--- src/rtl/dmem_arb_pkg.sv ---
// -----------------------------------------------------------------------------
// dmem_arb_pkg
// Shared types and constants for the data-memory arbiter.
//   WAIT_W  : width of the video wait counter (holds MAX_WAIT up to 15)
//   DATA_W  : data-memory word width
//   grant_t : which requester owns the memory port in the current cycle
// -----------------------------------------------------------------------------
package dmem_arb_pkg;

  localparam int WAIT_W = 4;
  localparam int DATA_W = 32;

  typedef enum logic [1:0] {
    GNT_NONE = 2'd0,
    GNT_CPU  = 2'd1,
    GNT_VID  = 2'd2
  } grant_t;

endpackage

--- src/rtl/dmem_arb_waitcnt.sv ---
// -----------------------------------------------------------------------------
// dmem_arb_waitcnt
// Saturating counter of cycles a video request has been kept waiting.
// Ports:
//   clk        : system clock, rising edge
//   reset_n    : asynchronous active-low reset, clears the count
//   clr_i      : clear the count (video granted this cycle); wins over inc_i
//   inc_i      : video waited this cycle; counts up to MAX_WAIT, never wraps
//   cnt_o      : current count
//   at_limit_o : count has reached MAX_WAIT, video may preempt the CPU
// -----------------------------------------------------------------------------
module dmem_arb_waitcnt
  import dmem_arb_pkg::*;
#(
  parameter int unsigned MAX_WAIT = 4
) (
  input  logic              clk,
  input  logic              reset_n,
  input  logic              clr_i,
  input  logic              inc_i,
  output logic [WAIT_W-1:0] cnt_o,
  output logic              at_limit_o
);

  localparam logic [WAIT_W-1:0] LIMIT = WAIT_W'(MAX_WAIT);

  logic [WAIT_W-1:0] cnt_q;
  logic [WAIT_W-1:0] cnt_d;

  always_comb begin
    cnt_d = cnt_q;
    if (clr_i) begin
      cnt_d = '0;
    end else if (inc_i && (cnt_q < LIMIT)) begin
      cnt_d = cnt_q + 1'b1;
    end
  end

  always_ff @(posedge clk or negedge reset_n) begin
    if (!reset_n) begin
      cnt_q <= '0;
    end else begin
      cnt_q <= cnt_d;
    end
  end

  assign cnt_o      = cnt_q;
  assign at_limit_o = (cnt_q >= LIMIT);

endmodule

--- src/rtl/dmem_arbiter.sv ---
// -----------------------------------------------------------------------------
// dmem_arbiter
// Shares the single data-memory port between the core load/store path and
// the video scanout reader. The CPU wins by default; video is served in
// CPU-idle cycles, or preempts the CPU for one cycle once it has waited
// MAX_WAIT contested cycles. The CPU is stalled during a preemption.
//
// Optional build macro: DMEM_ARB_STATS_EN adds saturating statistics
// outputs stat_force (forced preemptions) and stat_stall (CPU stall cycles).
//
// Ports:
//   clk, reset_n            : clock, asynchronous active-low reset
//   cpu_req/we/addr/wdata   : core memory request
//   cpu_rdata               : load data, combinational from mem_rdata
//   cpu_stall               : core must hold PC and request this cycle
//   vid_req/vid_addr        : video read request, held until vid_ack
//   vid_rdata/vid_ack       : registered video read word and its 1-cycle strobe
//   mem_addr/we/wdata/rdata : data-memory port (combinational read)
//   stat_force/stat_stall   : statistics (only with DMEM_ARB_STATS_EN)
// -----------------------------------------------------------------------------
module dmem_arbiter
  import dmem_arb_pkg::*;
#(
  parameter int unsigned MAX_WAIT = 4,
  parameter int unsigned VADDR_W  = 9
) (
  input  logic               clk,
  input  logic               reset_n,
  input  logic               cpu_req,
  input  logic               cpu_we,
  input  logic [DATA_W-1:0]  cpu_addr,
  input  logic [DATA_W-1:0]  cpu_wdata,
  output logic [DATA_W-1:0]  cpu_rdata,
  output logic               cpu_stall,
  input  logic               vid_req,
  input  logic [VADDR_W-1:0] vid_addr,
  output logic [DATA_W-1:0]  vid_rdata,
  output logic               vid_ack,
  output logic [DATA_W-1:0]  mem_addr,
  output logic               mem_we,
  output logic [DATA_W-1:0]  mem_wdata,
  input  logic [DATA_W-1:0]  mem_rdata
`ifdef DMEM_ARB_STATS_EN
  ,
  output logic [15:0]        stat_force,
  output logic [15:0]        stat_stall
`endif
);

  logic              pending_ack_q;
  logic              vid_ack_q;
  logic [DATA_W-1:0] vid_rdata_q;

  logic              at_limit;
  logic [WAIT_W-1:0] wait_cnt;
  logic              vid_live;
  logic              force_vid;
  logic              gnt_vid;
  logic              gnt_cpu;
  grant_t            grant;

  // pending_ack masks the ack cycle, where vid_req is still high for the
  // request just served; without it the same word would be read twice.
  assign vid_live  = vid_req & ~pending_ack_q;
  assign force_vid = vid_live & at_limit;
  assign gnt_vid   = vid_live & (~cpu_req | force_vid);
  assign gnt_cpu   = cpu_req & ~gnt_vid;

  always_comb begin
    grant = GNT_NONE;
    if (gnt_vid) begin
      grant = GNT_VID;
    end else if (gnt_cpu) begin
      grant = GNT_CPU;
    end
  end

  dmem_arb_waitcnt #(
    .MAX_WAIT (MAX_WAIT)
  ) u_waitcnt (
    .clk        (clk),
    .reset_n    (reset_n),
    .clr_i      (gnt_vid),
    .inc_i      (vid_live & ~gnt_vid),
    .cnt_o      (wait_cnt),
    .at_limit_o (at_limit)
  );

  // Memory port mux. The write enable is qualified by the CPU grant so a
  // stalled store never reaches memory, and by reset_n so nothing is written
  // while reset is held.
  always_comb begin
    mem_addr  = cpu_addr;
    mem_we    = 1'b0;
    mem_wdata = cpu_wdata;
    if (grant == GNT_VID) begin
      mem_addr = DATA_W'(vid_addr);
    end else begin
      mem_we = cpu_we & (grant == GNT_CPU) & reset_n;
    end
  end

  assign cpu_stall = cpu_req & gnt_vid & reset_n;
  assign cpu_rdata = mem_rdata;

  always_ff @(posedge clk or negedge reset_n) begin
    if (!reset_n) begin
      vid_rdata_q   <= '0;
      vid_ack_q     <= 1'b0;
      pending_ack_q <= 1'b0;
    end else begin
      vid_ack_q     <= gnt_vid;
      pending_ack_q <= gnt_vid;
      if (gnt_vid) begin
        vid_rdata_q <= mem_rdata;
      end
    end
  end

  assign vid_rdata = vid_rdata_q;
  assign vid_ack   = vid_ack_q;

`ifdef DMEM_ARB_STATS_EN
  logic [15:0] stat_force_q;
  logic [15:0] stat_stall_q;

  // A preemption is a forced grant that actually displaced a CPU request;
  // forced grants in a CPU-idle cycle cost the core nothing.
  always_ff @(posedge clk or negedge reset_n) begin
    if (!reset_n) begin
      stat_force_q <= '0;
      stat_stall_q <= '0;
    end else begin
      if (force_vid && cpu_req && (stat_force_q != 16'hFFFF)) begin
        stat_force_q <= stat_force_q + 16'd1;
      end
      if (cpu_stall && (stat_stall_q != 16'hFFFF)) begin
        stat_stall_q <= stat_stall_q + 16'd1;
      end
    end
  end

  assign stat_force = stat_force_q;
  assign stat_stall = stat_stall_q;
`endif

endmodule

--- config.mk ---
export PLATFORM = sky130hd
export DESIGN_NAME = dmem_arbiter
export DESIGN_NICKNAME = d
export VERILOG_FILES = /design/src/rtl/dmem_arb_pkg.sv /design/src/rtl/dmem_arb_waitcnt.sv /design/src/rtl/dmem_arbiter.sv
export SDC_FILE = /design/constraint.sdc
export NUM_CORES = 1
export LEC_CHECK = 0
export ABC_AREA = 1
export CAP_MARGIN = 20
export CORE_ASPECT_RATIO = 0.7
export CORE_MARGIN = 1.5
export CORE_UTILIZATION = 32
export DETAILED_ROUTE_END_ITERATION = 6
export PLACE_DENSITY = 0.9
export SLEW_MARGIN = 40
export SYNTH_ARGS = -nofsm -noshare
export SYNTH_HDL_FRONTEND = slang
export SYNTH_SLANG_ARGS = --single-unit
--- constraint.sdc ---
create_clock -name clk -period 3.3 [get_ports clk]
set_clock_uncertainty 0.15 [all_clocks]
set_input_delay 0.33 -clock clk [delete_from_list [all_inputs] [get_ports clk]]
set_output_delay 0.33 -clock clk [all_outputs]
set_load 0.03 [all_outputs]
; Yosys cells after proc, flatten, opt, wreduce, memory -nomap -nowiden
; Cells that the tools add are included.
[totals]
reg_bits = 37
in_bits = 110
output_inout_bits = 131
elab_cells = 29
[op_classes]
add_sub_neg = 1
n_lt_le_gt_ge = 2
n_eq_ne = 2
n_mux = 6
bitwise = 13
reduce_logical = 2
[ops]
columns = operator, n
row1 = 32-bit 2-to-1 mux, 1
row2 = 1-bit AND, 9
row3 = 4-bit 2-to-1 mux, 2
row4 = "4-bit by 1-bit adder with 4-bit output, second input constant", 1
row5 = "4-bit by 3-bit greater-or-equal comparator with 1-bit output, second input constant", 1
row6 = "4-bit by 3-bit < comparator with 1-bit output, second input constant", 1
row7 = 1-bit NOT, 3
row8 = "2-bit by 1-bit == test with 1-bit output, second input constant", 1
row9 = "2-bit == test, second input constant", 1
row10 = 1-bit 2-to-1 mux, 2
row11 = 2-bit 2-to-1 mux, 1
row12 = 2-bit nonzero test, 1
row13 = 1-bit logical AND, 1
row14 = 1-bit OR, 1

; Logic depth before layout (Yosys ltp)
; Gate-level depths: netlist of run 1.
[logic_depth]
depth_word = 13
ltp_mapped = 6
depth_no_buf = 5

; Hierarchy
; A second synthesis of run 1 with hierarchy kept.
[unflattened]
cells_unflattened = 317
hier_area_um2 = 2489.9
[modules_own_cells]
columns = mod, n_inst, cells_per_inst, area_each_um2
row1 = dmem_arbiter, 1, 296, 2296.0
row2 = dmem_arb_waitcnt, 1, 21, 193.9

; Least setup slack after synthesis of run 1
; OpenSTA, ideal clock, no wires.
[synth_timing]
kind = register to output
startpoint = register vid_ack (netlist name)
endpoint = output port cpu_stall
arrival_time_ns = 1.427
required_ns = 2.820
path_slack_ns = 1.393
path_stages_with_launch = 5
path_buffers = 1
path_cell_list = dfrtp_1 nor2_4 nand2_4 buf_4 nor2_1
[synth_lines]
columns = item, line
row1 = "end, declared", dmem_arbiter.sv:34  ; output logic cpu_stall,

; Worst setup path after layout of run 1
[layout_timing]
startpoint = input port cpu_req
endpoint = output port mem_addr[31]
[layout_between]
elab_chain_cells = 9
[layout_lines]
columns = item, line
row1 = "start, declared", dmem_arbiter.sv:29  ; input logic cpu_req,
row2 = 1-bit NOT, dmem_arbiter.sv:66  ; assign gnt_vid = vid_live & (~cpu_req | force_vid);
row3 = 1-bit OR, dmem_arbiter.sv:66
row4 = 1-bit AND, dmem_arbiter.sv:66
row5 = 1-bit NOT, dmem_arbiter.sv:67  ; assign gnt_cpu = cpu_req & ~gnt_vid;
row6 = 1-bit AND, dmem_arbiter.sv:67
row7 = 1-bit 2-to-1 mux, dmem_arbiter.sv:73  ; end else if (gnt_cpu) begin
row8 = 2-bit 2-to-1 mux (*), dmem_arbiter.sv:71  ; if (gnt_vid) begin
row9 = 2-bit == test (*), dmem_arbiter.sv:96  ; if (grant == GNT_VID) begin
row10 = 32-bit 2-to-1 mux (*), dmem_arbiter.sv:96
row11 = "end, declared", dmem_arbiter.sv:39  ; output logic [DATA_W-1:0] mem_addr,
; Every way passes the cells marked *; elsewhere a longest branch is shown, timed or not.

==> key figures, run 1 <==
Critical path
  – Critical path's largest stage delay: 0.58 ns
  – CP max stage cell: clkdlybuf4s50_1
  – Setup crit end: mem_addr[31]
  – Req. time, crit path: 2.82 ns
  – WS Path Type: input pin to output port
  – CP delay by family, top: buffers and inverters
  – CP bufs+invs: 3
  – Crit. Startpoint: cpu_req
  – CP max FO: 44
  – Critical Path Sink Type: output port
  – WP depth: 6
  – Cell breakdown of the critical path: clkdlybuf4s50_1 -> nand3_2 -> nand2_4 -> inv_4 -> nor2_1 -> buf_12
  – Crit start category: input pin
  – Worst reg2reg setup slack: about 1.8 ns
  – Worst reg2reg endpoint: vid_ack
  – R2R Path Start: u_waitcnt.cnt_o[2]
  – Critical Path AT: 2.02 ns
  – Reg2Reg Depth: 4

Synthesis
  – Synth top area share: roughly two fifths
  – Synthesized area: 2340 µm²
  – Synthesized area per cell: 7.54 µm²
  – Net count after synthesis: 422
  – Post-synth EDFFs: 0
  – Unique masters post-synth: 16
  – Post-Synthesis Cells: 311
  – Ranking of synthesized cells by area: dfrtp_1, buf_4, nand2_1, nand3_1, inv_1
  – Synth warn: 0
  – Synth cell count leaders: nand2_1, buf_4, nand3_1
  – Top-count cell post-synth: nand2_1
  – Asr flop ratio synth: 100%
  – Cell taking the most area after synthesis: dfrtp_1
  – FF+latch count, synth: 37
  – Top FF cell, synth: dfrtp_1
  – Sequential fraction of the synthesis area: between 30% and 40%

Floorplan
  – Initial core utilization: ~34%
  – Die boundary width: 105 µm
  – Die ar.: about 7900 µm²
  – Die Height: between 70 and 80 µm
  – Core ar.: roughly 6900 µm²
  – Row count: 25
  – Num ports: 241

CTS
  – Latest clock arrival within the worst-skew pair: 0.27 ns
  – Post-CTS Setup Inserts: 0
  – TritonCTS clock tree: done
  – CTS Buf Count: 5
  – Post_cts resized: 0
  – CTS max path bufs: 2
  – H-tree levels: 2
  – CTS Root Cell: clkbuf_8
  – Post-CTS Hold Fix Bufs: 1
  – Clk slew on worst S/H paths: 0.07 ns
  – Clock Sinks: 37

GRT
  – First-pass GRT wire length: 9.85 mm
  – GR Overflow Total: 0
  – Initial antenna violation count: 0
  – Total GRT Usage: 16.1%
  – Pin count of the biggest net entering global routing: 45
  – Vias in the first global route: about 2100

Finish
  – Post-route cell area: 3720 µm²
  – Final std cells w/o fill: 515
  – Syn-to-layout area delta: 58.8%
  – Layout Nets: 531
  – Ant diodes: 0
  – Share of cells above drive strength 1: 14.0%
  – Fillcell total: 639

Route
  – Drt initial violations: 38
  – Detail Route Antenna Nets: 0
  – Via density: 4.39
  – Overall routed net length: about 6.5 mm
  – Router iterations before antenna repair: 4
  – WL/cell: 12.7 µm
  – Via Count: 2263
  – DR DRC count: 0

Pwr
  – Leakage: 1.87 nW
  – Cell Pwr Density: approximately 540 nW/µm²
  – Tot Pwr: roughly 0.0020 W
  – Worst vdd ir: 0.190 mV

STA
  – Slew Limit Fails: 0
  – Final setup viols: 0
  – PnR worst setup slack: 0.802 ns
  – Final Hold Viols: 0
  – RSZ-0062 raised after global routing: no
  – Worst-margin pin slew: roughly 0.47 ns
  – Slew Limit Headroom: 68.7%
  – Final period utilization: 75.7%
  – Period minus WS final: approximately 2.5 ns
  – Fmax: between 400 and 500 MHz
  – Setup TNS: 0 ns

Placed design
  – DPL Wire Length: 5.14 mm
  – Pre-CTS setup slack: 0.766 ns
  – GPL Wtd Cong: around 0.80
  – Inst Count DP: 506
  – Post-DP Area: 3600 µm²
  – Port Buffers: between 150 and 200

Job
  – Max Cap Viol: 0

Run status
  – Status: finished, final reports clean

Worst hold path
  – Worst hold path class: input pin to async pin
-- report_power, final --
| group | total [W] | switching, W | leakage, nW | internal, W |
|---|---|---|---|---|
| registers | 0.000626 | 0.0000626 | 0.463 | 0.000563 |
| clock network | 0.000386 | 0.000160 | 0.0585 | 0.000226 |
| logic | 0.000984 | 0.000576 | 1.35 | 0.000408 |
-- layout make-up --
cell class | count | area (µm²) | share of cell area [%]
sequential | 37 | 926 | 24.9
clock buffer | 5 | 68.8 | 1.85
clock inverter | 3 | 43.8 | 1.18
tap | 94 | 118 | 3.16
inverter | 30 | 115 | 3.09
timing repair buffer | 180 | 1720 | 46.1
multi-input combinational | 166 | 734 | 19.7
-- cells by family (layout without fill, tap and decap cells) --
logic type | after synthesis | after routing | synth area share, %
AND/OR/NAND/NOR | 165 | 165 | 30.8
buffers and inverters | 108 | 218 | 29.2
flip-flops | 37 | 37 | 39.5
adder cells (fa/ha/maj) | 1 | 1 | 0.534
-- state kept, by name, summed over array words and instances (netlist names) --
name / flops
vid_rdata: 32
u_waitcnt.cnt_o: 4
vid_ack: 1
-- metrics by stage --
| step | hold slack [ns] | utilization (%) |
|---|---|---|
| 6_report | 0.305 | 53.8 |
| 5_1_grt | 0.309 | 53.8 |
| 4_1_cts | 0.301 | 53.8 |
| 3_5_place_dp | 0.0388 | 52.1 |
| 3_3_place_gp | 0.0359 | 52.1 |
| 2_1_floorplan | -0.116 | - |
-- cell usage in the layout, fill, tap and decap left out --
cell	Yosys	final
clkinv_2	0	1
dlygate4sd3_1	0	1
nor2_2	9	9
nand2_1	90	90
buf_12	0	1
nand2_4	1	1
nor2_4	1	1
bufinv_16	0	1
nand3_2	1	1
nor2_1	18	18
buf_4	68	36
inv_4	1	1
clkdlybuf4s50_1	0	141
buf_2	5	1
inv_6	0	1
ha_1	1	1
inv_1	29	29
clkbuf_8	0	5
nand3_1	43	43
dfrtp_1	37	37
nand4_1	2	2
-- how the worst min path moves through the flow --
| stage | depth (start not counted) | slack (ns) | end |
|---|---|---|---|
| 3_5_place_dp | 1 | 0.04 | u_waitcnt.cnt_o[1] |
| 3_3_place_gp | 1 | 0.04 | u_waitcnt.cnt_o[1] |
| 2_1_floorplan | 0 | -0.12 | u_waitcnt.cnt_o[0] |
| 6_report | 2 | 0.31 | u_waitcnt.cnt_o[1] |
| 5_1_grt | 2 | 0.31 | u_waitcnt.cnt_o[1] |
| 4_1_cts | 2 | 0.30 | u_waitcnt.cnt_o[1] |
-- metal layers --
metal | vias to the layer above | GRT usage [%] | wire length, µm | share of wire [%]
met1 | 1033 | 17.8 | 2580 | 40
met4 | 0 | 4.11 | 35 | 0.54
met2 | 134 | 29.9 | 3220 | 49
met5 | - | 0 | 0 | 0
met3 | 2 | 6.15 | 688 | 11
li1 | 1094 | - | - | -
(Power assumes the default switching activity.)
==> run 2, diff against run 1 <==
--- a/config.mk
+++ b/config.mk
@@ -9,9 +9,9 @@
 export CAP_MARGIN = 20
 export CORE_ASPECT_RATIO = 0.7
 export CORE_MARGIN = 1.5
-export CORE_UTILIZATION = 32
+export CORE_UTILIZATION = 27
 export DETAILED_ROUTE_END_ITERATION = 6
-export PLACE_DENSITY = 0.9
+export PLACE_DENSITY = 0.81
 export SLEW_MARGIN = 40
 export SYNTH_ARGS = -nofsm -noshare
 export SYNTH_HDL_FRONTEND = slang
==> constraint.sdc (replaced) <==
create_clock -name clk -period 2 [get_ports clk]
set_clock_uncertainty 0.15 [all_clocks]
set_input_delay 0.2 -clock clk [delete_from_list [all_inputs] [get_ports clk]]
set_output_delay 0.2 -clock clk [all_outputs]
set_load 0.03 [all_outputs]
==> run 2 against run 1 <==
Against the previous run:
- hold slack got worse by 0.13 ns
- largest power group unchanged
- critical path type unchanged
- first-iteration DRC count rose to 3.3 times the previous value
- via count rose by 1.3%
- largest cell class unchanged
==> key figures, run 2 (same netlist as run 1, synthesis figures left out) <==
Run status
  – Status: finished, final reports clean

Finish
  – Ant diodes: 0
  – Multi-input logic area: 734 µm²
  – Syn-to-layout area delta: 64.8%
  – Commonest non-fill, non-tap cell in the layout: clkdlybuf4s50_1
  – Fillcell total: 806
  – Largest register FFs: 32
  – Most frequent cells in the layout: clkdlybuf4s50_1, nand2_1, nand3_1
  – Sequential standard cell area: 926 µm²
  – Layout Nets: between 500 and 600
  – Share of cells above drive strength 1: 15.0%

GRT
  – Grt peak-use layer: met2
  – GR Overflow Total: 0
  – Met2 GRT Util: 24.2%
  – First-pass GRT wire length: 9.89 mm
  – Pin count of the biggest net entering global routing: 42
  – Met3 GRT Util: 4.55%
  – Total GRT Usage: 13.5%
  – Vias in the first global route: 2093
  – Met1 usage in global routing: 16.0%
  – Initial antenna violation count: 0

Floorplan
  – Die Height: 81.0 µm
  – Die boundary width: 114 µm
  – Num ports: about 240
  – Initial core utilization: 27.8%
  – Core ar.: 8440 µm²
  – Row count: 28
  – Die ar.: around 9300 µm²

Pwr
  – Internal: 0.00216 W
  – Combinational share of power: 47.0%
  – Cell Pwr Density: a little over 900 nW/µm²
  – Leakage: slightly below 2 nW
  – Seq pwr share: just under 30%
  – Worst vdd ir: 0.335 mV
  – Sw Pwr: 0.00135 W
  – Switch share: 38.4%
  – Clock share of power: 23.6%

Placed design
  – GPL Wtd Cong: 0.774
  – Port Buffers: 176
  – DPL Wire Length: between 5 and 6 mm
  – Pre-CTS setup slack: 0.0819 ns

STA
  – Fmax: 529 MHz
  – Slew Limit Headroom: 72.1%
  – Setup TNS: 0 ns
  – Hold_ws: 0.171 ns
  – Period minus WS final: 1.89 ns
  – PnR worst setup slack: about 0.11 ns
  – RSZ-0062 raised after global routing: no
  – Worst-margin pin slew: 0.418 ns
  – Slew Limit Fails: 0
  – Final setup viols: 0
  – Final period utilization: 94.4%
  – Final Hold Viols: 0

Critical path
  – Reg2Reg Depth: 5
  – R2R Path Start: vid_ack
  – Req. time, crit path: 1.65 ns
  – Critical Path AT: 1.54 ns
  – Critical Path Sink Type: output port
  – CP max FO: 17
  – Crit start category: input pin
  – Crit. Startpoint: vid_req
  – WS Path Type: input pin to output port

CTS
  – CTS Buf Count: 5
  – CTS max path bufs: 2
  – CTS Root Cell: clkbuf_16
  – TritonCTS clock tree: done
  – H-tree levels: 2
  – Post-CTS Setup Inserts: 0
  – Clk slew on worst S/H paths: around 0.060 ns
  – Clock Sinks: 37
  – Latest clock arrival within the worst-skew pair: 0.27 ns

Worst hold path
  – Worst hold path class: input pin to async pin

Route
  – Router iterations before antenna repair: 4
  – Via Count: 2293
  – DR DRC count: 0
  – Drt initial violations: about 120
  – Detail Route Antenna Nets: 0
  – Overall routed net length: approximately 6.6 mm
  – Via density: between 4 and 5
  – WL/cell: ~12 µm

Job
  – Max Cap Viol: 0
-- run 2: cell types whose count changed in the layout (fill, tap and decap cells not counted) --
| cell | previous run | this run |
|---|---|---|
| clkbuf_16 | 0 | 5 |
| buf_6 | 0 | 3 |
| clkbuf_8 | 5 | 2 |
| buf_12 | 1 | 2 |
| buf_4 | 36 | 37 |
| bufinv_16 | 1 | 0 |
| clkinv_2 | 1 | 0 |
-- run 2: per-stage QoR --
step	cell area [µm²]	utilization (%)	cells	total power [W]
final	3860	45.8	546	0.00350
after CTS	3850	45.6	546	0.00355
after global placement	3680	43.6	537	0.00266
after detailed placement	3680	43.6	537	0.00270
after global routing	3860	45.8	546	0.00371
after floorplan	2340	-	311	0.00209
-- run 2: cell type report --
class	count	share of cell area (%)
Timing Repair Buffer	185	46.0
Sequential cell	37	24.0
Multi-Input combinational cell	166	19.0
Clock buffer	7	3.95
Tap cell	120	3.88
Inverter	30	2.98
Clock inverter	1	0.227
-- run 2: path summary, 6_finish.rpt --
kind / end / slack, ns
setup / recovery: mem_addr[21] / 0.11
min in group clk: mem_wdata[16] / 0.25
setup reg to reg: vid_rdata[28] / 0.69
max in group asynchronous: vid_rdata[12] / 0.85
hold / removal: u_waitcnt.cnt_o[0] / 0.17
hold reg to reg: vid_rdata[12] / 0.32
-- run 2: power by group through the flow --
stage          registers, W  clock network [W]  logic [W]
2_1_floorplan       0.00138                  0   0.000712
3_3_place_gp        0.00104                  0    0.00163
3_5_place_dp        0.00104                  0    0.00165
4_1_cts             0.00103           0.000860    0.00166
5_1_grt             0.00106           0.000897    0.00175
6_report            0.00103           0.000828    0.00165
-- run 2: per-layer routing --
layer  up-vias  routed length [µm]
met5         -                   0
met4         0                  24
met3         2                 573
met2       129                3230
met1      1054                2740
li1       1108                   -
-- run 2: worst max-delay path: stages --
cell             delay (ns)
clkdlybuf4s50_1        0.50
inv_1                  0.07
nor2_4                 0.14
nand2_4                0.11
inv_4                  0.16
buf_12                 0.16
nor2_2                 0.04
buf_4                  0.16
-- run 2: repair_timing --
item	in CTS	in global routing
hold endpoints to repair	5	0
hold buffers	1	0
resized for setup	0	3
setup endpoints to repair	0	3
